File: src/rtl/mem_access_ctrl_pkg.sv
// Shared CPU-wide definitions for the memory stage and data bus.
//   - strobe_type encodings coming from the MEM stage (ST_WORD/ST_HALF/ST_BYTE)
//   - data-bus transfer size enum and request/response bundles
//   - controller FSM state enum
//   - small decode helpers shared by the controller and the load-extension unit
package mem_access_ctrl_pkg;

  // strobe_type from the pipeline: 00 word, 01 half, 1x byte
  localparam logic [1:0] ST_WORD = 2'b00;
  localparam logic [1:0] ST_HALF = 2'b01;
  localparam logic [1:0] ST_BYTE = 2'b10;

  typedef enum logic [1:0] {
    SZ_BYTE = 2'd0,
    SZ_HALF = 2'd1,
    SZ_WORD = 2'd2
  } dbus_size_e;

  typedef struct packed {
    logic        valid;
    logic        write;
    dbus_size_e  size;
    logic [31:0] addr;
    logic [3:0]  strobe;
    logic [31:0] data;
  } dbus_req_t;

  typedef struct packed {
    logic        addr_ok;
    logic        data_ok;
    logic [31:0] data;
  } dbus_resp_t;

  typedef enum logic [1:0] {
    S_IDLE = 2'd0,
    S_REQ  = 2'd1,
    S_WAIT = 2'd2,
    S_DONE = 2'd3
  } mac_state_e;

  // Both 10 and 11 mean byte, so only the upper bit matters.
  function automatic logic is_byte(input logic [1:0] st);
    return (st & ST_BYTE) == ST_BYTE;
  endfunction

  function automatic dbus_size_e size_of(input logic [1:0] st);
    if (is_byte(st))    return SZ_BYTE;
    if (st == ST_HALF)  return SZ_HALF;
    return SZ_WORD;
  endfunction

  function automatic logic is_misaligned(input logic [1:0] st, input logic [1:0] tail);
    if (is_byte(st))   return 1'b0;
    if (st == ST_HALF) return tail[0];
    return tail != 2'b00;
  endfunction

endpackage

File: src/rtl/mem_access_ctrl_extension.sv
// Load-extension unit: picks the addressed byte/half out of a raw 32-bit
// bus word and sign- or zero-extends it to 32 bits. Words pass through.
// Ports:
//   strobe_type_i  access width (ST_WORD / ST_HALF / byte)
//   extend_i       1 = sign-extend, 0 = zero-extend
//   addr_tail_i    low two address bits selecting the lane
//   raw_i          raw word returned by the bus
//   ext_o          extended, right-aligned result
module mem_extension
  import mem_access_ctrl_pkg::*;
(
  input  logic [1:0]  strobe_type_i,
  input  logic        extend_i,
  input  logic [1:0]  addr_tail_i,
  input  logic [31:0] raw_i,
  output logic [31:0] ext_o
);

  logic [15:0] half_sel;
  logic [7:0]  byte_sel;

  always_comb begin
    half_sel = addr_tail_i[1] ? raw_i[31:16] : raw_i[15:0];
    case (addr_tail_i)
      2'd0:    byte_sel = raw_i[7:0];
      2'd1:    byte_sel = raw_i[15:8];
      2'd2:    byte_sel = raw_i[23:16];
      default: byte_sel = raw_i[31:24];
    endcase

    ext_o = raw_i;
    if (is_byte(strobe_type_i)) begin
      ext_o = {{24{extend_i & byte_sel[7]}}, byte_sel};
    end else if (strobe_type_i == ST_HALF) begin
      ext_o = {{16{extend_i & half_sel[15]}}, half_sel};
    end
  end

endmodule

File: src/rtl/mem_access_ctrl.sv
// Memory-stage controller. Runs one data-bus transaction per load/store,
// stalling the pipeline until it completes. Stores get byte strobes and
// lane-replicated data; loads are extended through mem_extension.
// Ports:
//   clk, reset                  clock, async active-high reset
//   mem_valid/write/strobe_type/mem_extend/mem_addr/mem_wdata/flush
//                               operation presented by the MEM stage
//   stall, done, rdata, misalign
//                               pipeline-facing status and load result
//   dreq_*                      data-bus request (held stable while in REQ)
//   dresp_*                     data-bus handshake and read data
//
// state | meaning
// IDLE  | no transaction; accepts an aligned op from MEM
// REQ   | request on the bus, waiting for addr_ok
// WAIT  | request accepted, waiting for data_ok
// DONE  | completion cycle; done pulses unless the op was flushed
module mem_access_ctrl
  import mem_access_ctrl_pkg::*;
#(
  parameter int ADDR_W = 32,
  parameter int DATA_W = 32   // lane math assumes 32
) (
  input  logic              clk,
  input  logic              reset,
  input  logic              mem_valid,
  input  logic              mem_write,
  input  logic [1:0]        strobe_type,
  input  logic              mem_extend,
  input  logic [ADDR_W-1:0] mem_addr,
  input  logic [DATA_W-1:0] mem_wdata,
  input  logic              flush,
  output logic              stall,
  output logic              done,
  output logic [DATA_W-1:0] rdata,
  output logic              misalign,
  output logic              dreq_valid,
  output logic              dreq_write,
  output logic [1:0]        dreq_size,
  output logic [ADDR_W-1:0] dreq_addr,
  output logic [3:0]        dreq_strobe,
  output logic [DATA_W-1:0] dreq_data,
  input  logic              dresp_addr_ok,
  input  logic              dresp_data_ok,
  input  logic [DATA_W-1:0] dresp_data
);

  mac_state_e        state_q, state_d;
  logic [ADDR_W-1:0] addr_q;
  logic [1:0]        type_q;
  logic              ext_q;
  logic              write_q;
  logic [DATA_W-1:0] wdata_q;
  logic [DATA_W-1:0] resp_q;
  logic              dropped_q, dropped_d;
  logic              misalign_q, misalign_d;
  logic              latch_req;
  logic              capture;

  dbus_req_t         req;
  dbus_resp_t        resp;
  logic [31:0]       ext_data;

  always_comb begin
    resp.addr_ok = dresp_addr_ok;
    resp.data_ok = dresp_data_ok;
    resp.data    = dresp_data;
  end

  always_ff @(posedge clk or posedge reset) begin
    if (reset) begin
      state_q    <= S_IDLE;
      addr_q     <= '0;
      type_q     <= '0;
      ext_q      <= 1'b0;
      write_q    <= 1'b0;
      wdata_q    <= '0;
      resp_q     <= '0;
      dropped_q  <= 1'b0;
      misalign_q <= 1'b0;
    end else begin
      state_q    <= state_d;
      dropped_q  <= dropped_d;
      misalign_q <= misalign_d;
      if (latch_req) begin
        addr_q  <= mem_addr;
        type_q  <= strobe_type;
        ext_q   <= mem_extend;
        write_q <= mem_write;
        wdata_q <= mem_wdata;
      end
      if (capture) begin
        resp_q <= resp.data;
      end
    end
  end

  always_comb begin
    state_d    = state_q;
    dropped_d  = dropped_q;
    misalign_d = 1'b0;
    latch_req  = 1'b0;
    capture    = 1'b0;
    case (state_q)
      S_IDLE: begin
        // While misalign_q is high the MEM stage still shows the faulting
        // op; it moves on this cycle, so it must not be decoded twice.
        if (mem_valid && !flush && !misalign_q) begin
          if (is_misaligned(strobe_type, mem_addr[1:0])) begin
            misalign_d = 1'b1;
          end else begin
            latch_req = 1'b1;
            dropped_d = 1'b0;
            state_d   = S_REQ;
          end
        end
      end
      S_REQ: begin
        // A started transaction cannot be withdrawn; only its result is dropped.
        if (flush) dropped_d = 1'b1;
        if (resp.addr_ok) begin
          if (resp.data_ok) begin
            capture = 1'b1;
            state_d = S_DONE;
          end else begin
            state_d = S_WAIT;
          end
        end
      end
      S_WAIT: begin
        if (flush) dropped_d = 1'b1;
        if (resp.data_ok) begin
          capture = 1'b1;
          state_d = S_DONE;
        end
      end
      default: begin
        dropped_d = 1'b0;
        state_d   = S_IDLE;
      end
    endcase
  end

  always_comb begin
    req = '0;
    if (state_q == S_REQ) begin
      req.valid = 1'b1;
      req.write = write_q;
      req.size  = size_of(type_q);
      req.addr  = addr_q;
      if (write_q) begin
        if (is_byte(type_q)) begin
          req.strobe = 4'b0001 << addr_q[1:0];
          req.data   = {4{wdata_q[7:0]}};
        end else if (type_q == ST_HALF) begin
          req.strobe = 4'b0011 << {addr_q[1], 1'b0};
          req.data   = {2{wdata_q[15:0]}};
        end else begin
          req.strobe = 4'b1111;
          req.data   = wdata_q;
        end
      end
    end
  end

  mem_extension u_ext (
    .strobe_type_i (type_q),
    .extend_i      (ext_q),
    .addr_tail_i   (addr_q[1:0]),
    .raw_i         (resp_q),
    .ext_o         (ext_data)
  );

  always_comb begin
    dreq_valid  = req.valid;
    dreq_write  = req.write;
    dreq_size   = req.size;
    dreq_addr   = req.addr;
    dreq_strobe = req.strobe;
    dreq_data   = req.data;

    done     = (state_q == S_DONE) && !dropped_q;
    rdata    = (done && !write_q) ? ext_data : '0;
    misalign = misalign_q;
    // Reset gates stall so every output reads 0 while reset is held.
    stall    = !reset && ((state_q == S_REQ) || (state_q == S_WAIT) ||
                          (mem_valid && !done && !misalign_q));
  end

endmodule

File: config.mk
export PLATFORM = sky130hd
export DESIGN_NAME = mem_access_ctrl
export DESIGN_NICKNAME = d
export VERILOG_FILES = /design/src/rtl/mem_access_ctrl_pkg.sv /design/src/rtl/mem_access_ctrl_extension.sv /design/src/rtl/mem_access_ctrl.sv
export SDC_FILE = /design/constraint.sdc
export NUM_CORES = 1
export LEC_CHECK = 0
export ABC_CLOCK_PERIOD_IN_PS = 5500
export BUFFER_PORTS_ARGS = -buffer_cell sky130_fd_sc_hd__buf_2
export CAP_MARGIN = 20
export CORE_MARGIN = 1
export CORE_UTILIZATION = 53
export DETAILED_ROUTE_END_ITERATION = 7
export GPL_TIMING_DRIVEN = 0
export PLACE_DENSITY = 0.95
export REMOVE_ABC_BUFFERS = 1
export SYNTH_ARGS = -nofsm -noshare
export SYNTH_HDL_FRONTEND = slang
export SYNTH_SLANG_ARGS = --single-unit
File: constraint.sdc
create_clock -name clk -period 5.5 [get_ports clk]
set_input_delay 0.55 -clock clk [delete_from_list [all_inputs] [get_ports clk]]
set_output_delay 0.55 -clock clk [all_outputs]
set_load 0.1 [all_outputs]
==> impl_metrics.tcl <==
set metrics [dict create \
    start_kind "flop" \
    drt-total-wl_um 14540 \
    fp.dieW_um 104.2 \
    post-dp-hpwl_um 10630 \
    ys_seq_area_share_pct 47.02 \
    whs_ns 0.3009 \
    arrival_ns 3.90 \
    clockRootBuffer "clkbuf_8" \
    drt-initial-drc-count 278 \
    insertion_delay_ns 0.36 \
    wire_per_inst_um 17.52 \
    fin_crit_ns 4.448 \
    antenna_found_initial 0 \
    die_y_um 104.2 \
    rsz0062_at_grt "no" \
    grt_start_max_net_pins 64 \
    worstPathRequired_ns 4.95 \
    fp.coreArea_um2 9955 \
    place_inst 814 \
    worstSetupPathType "reg -> out" \
    overflow 0 \
    rows 36 \
    vias_per_cell 5.535 \
    worst-r2r-cell-count 5 \
    grt_pass1_vias 4753 \
    clock_skew_ns 0.01086 \
    relSlewSlack_pct 27.12 \
    setup_viol 0 \
    postCtsResizedCells 0 \
    dp_worst_setup_slack_ns 1.537 \
    drc_errors 0 \
    worst_setup_path_end_kind "primary output" \
    clock_sinks 104 \
    postCtsSetupBuffers 0 \
    synthDistinctLibCells 35 \
    initial_core_util_pct 55.61 \
    synth_area_um2 5535 \
    cts_tree "yes" \
    syn_avg_cell_area_um2 11.09 \
    fin_crit_sh_pct 80.87 \
    tightest_slew_ns 1.091 \
    num-nets-final 803 \
    syn_to_final_growth_pct 24.95 \
    drive_above_1_share_pct 50.36 \
    cts_buffers 9 \
    clockBufferDepth 2 \
    clkTransAtPathRegs_ns 0.10 \
    finalNonFillerCells 830 \
    final.setup.tns_ns 0 \
    grt_pass1_wl_um 23200 \
    crit_fanout 25 \
    ys_ff_latch 104 \
    ctsHoldBuffers 0 \
    final-hold-violation-count 0 \
    hold_path_class "in -> async" \
    ant_nets 0 \
    io_pins 213 \
    worst_slack_ns 1.052 \
    dieArea_um2 10860 \
    status "finished clean" \
    final_max_slew_viol_count 0 \
    clock.fmax_mhz 224.8 \
    place.gp.congestion 0.8814 \
    htreeDepth 3 \
    cap_violations 0 \
    syn_inst 499 \
    port_buffers 212 \
    grt_usage_pct 27.03 \
    num_antenna_cells 0 \
    vias 4594 \
    dr.pass1.iters 5 \
    yosysWarnings 0 \
]
Yosys cell counts:
| cell type | count | area, um2 |
|---|---|---|
| dfrtp_1 | 104 | 2603 |
| nand2_2 | 1 | 6.260 |
| a2111oi_0 | 3 | 26.28 |
| a21o_1 | 2 | 15.01 |
| clkinv_1 | 1 | 3.750 |
| a21oi_1 | 34 | 170.2 |
| nor2_1 | 67 | 251.5 |
| a22o_1 | 1 | 8.760 |
| and2_1 | 33 | 206.5 |
| a31oi_1 | 1 | 6.260 |
| o22ai_1 | 5 | 31.28 |
| a22oi_1 | 1 | 7.510 |
| mux4_2 | 3 | 67.56 |
| inv_1 | 11 | 41.29 |
| clkbuf_1 | 15 | 56.30 |
| mux2i_1 | 27 | 270.3 |
| ha_1 | 5 | 62.56 |
| nand3_1 | 3 | 15.01 |
| nor2b_1 | 2 | 12.51 |
| o21bai_2 | 1 | 11.26 |
| nand3_4 | 1 | 17.52 |
| o221ai_1 | 5 | 43.79 |
| nand3b_1 | 1 | 7.510 |
| mux2_2 | 109 | 1227 |
| nor3b_2 | 1 | 12.51 |
| buf_2 | 14 | 70.07 |
| mux2_1 | 2 | 22.52 |
| o21ai_0 | 3 | 15.01 |
| buf_6 | 5 | 56.30 |
| nand2b_1 | 3 | 18.77 |
| nand2_1 | 22 | 82.58 |
| and3_1 | 10 | 62.56 |
| a211o_1 | 1 | 8.760 |
| a211oi_1 | 1 | 7.510 |
| a32o_1 | 1 | 10.01 |
critical path, stage by stage (launching register included):
cell and delay [ns]:
dfrtp_1 0.93, clkinv_1 0.74, nand2_1 1.05, nand2_1 0.11, a21oi_1 0.21, buf_2 0.48
layout make-up:
| class | instances | area [um2] |
|---|---|---|
| Tap cell | 133 | 166.4 |
| Sequential cell | 104 | 2603 |
| Timing Repair Buffer | 216 | 1171 |
| Inverter | 12 | 47.55 |
| Multi-Input combinational cell | 349 | 2725 |
| Fill cell | 703 | 3038 |
| Clock inverter | 7 | 80.08 |
| Clock buffer | 9 | 123.9 |
placed cells by master (no fill, tap or decap), types with 5 or more instances in the layout:
| cell | count |
|---|---|
| mux2_2 | 109 |
| o221ai_1 | 5 |
| buf_2 | 212 |
| ha_1 | 5 |
| and2_1 | 33 |
| o22ai_1 | 5 |
| inv_1 | 10 |
| and3_1 | 10 |
| nor2_1 | 66 |
| clkbuf_8 | 9 |
| nand2_1 | 22 |
| a21oi_1 | 34 |
| mux2i_1 | 27 |
| dfrtp_1 | 104 |
registers in the layout (all words and copies together) (netlist names):
signal	cells
addr_q	32
ext_q	1
wdata_q	32
write_q	1
resp_q	32
misalign	1
type_q	2
state_q	2
dropped_q	1
cell families (layout without fill, tap and decap cells):
logic type               after synthesis  in the layout  synth area share [%]
AND/OR/NAND/NOR                      144            144                 12.52
flip-flops                           104            104                 47.02
AO/OA/AOI/OAI                         59             59                 6.533
multiplexers                         141            141                 28.68
adder cells (fa/ha/maj)                5              5                 1.130
buffers and inverters                 46            244                 4.114
metal layers:
layer	vias up	share of wire, %	track usage [%]
met5	-	0	0
met2	231	52	47.48
met4	0	1.5	11.02
met3	19	7.9	6.203
li1	2121	-	-
met1	2223	38	31.87
per-stage QoR:
step	instance area [um2]	utilization, %
floorplan	5353	-
global placement	6580	66.10
detailed placement	6713	67.43
CTS	6917	69.48
global route	6917	69.48
finish	6917	69.48
final timing paths:
check / start / end / slack [ns]
worst max-delay path: type_q[1]$_DFFE_PP0P_ / dreq_data[19] / 1.05
worst min-delay path: reset / dropped_q$_DFFE_PP0P_ / 0.30
worst max register to register: state_q[1]$_DFFE_PP0P_ / resp_q[24]$_DFFE_PP0P_ / 3.03
worst min register to register: addr_q[18]$_DFFE_PP0P_ / addr_q[18]$_DFFE_PP0P_ / 0.51
max in group asynchronous: reset / addr_q[25]$_DFFE_PP0P_ / 4.53
min in group clk: mem_addr[19] / addr_q[19]$_DFFE_PP0P_ / 0.40
Power is left out: the tool's default activity adds up to more than one toggle a clock period on the data nets, which glitch-free logic cannot reach.
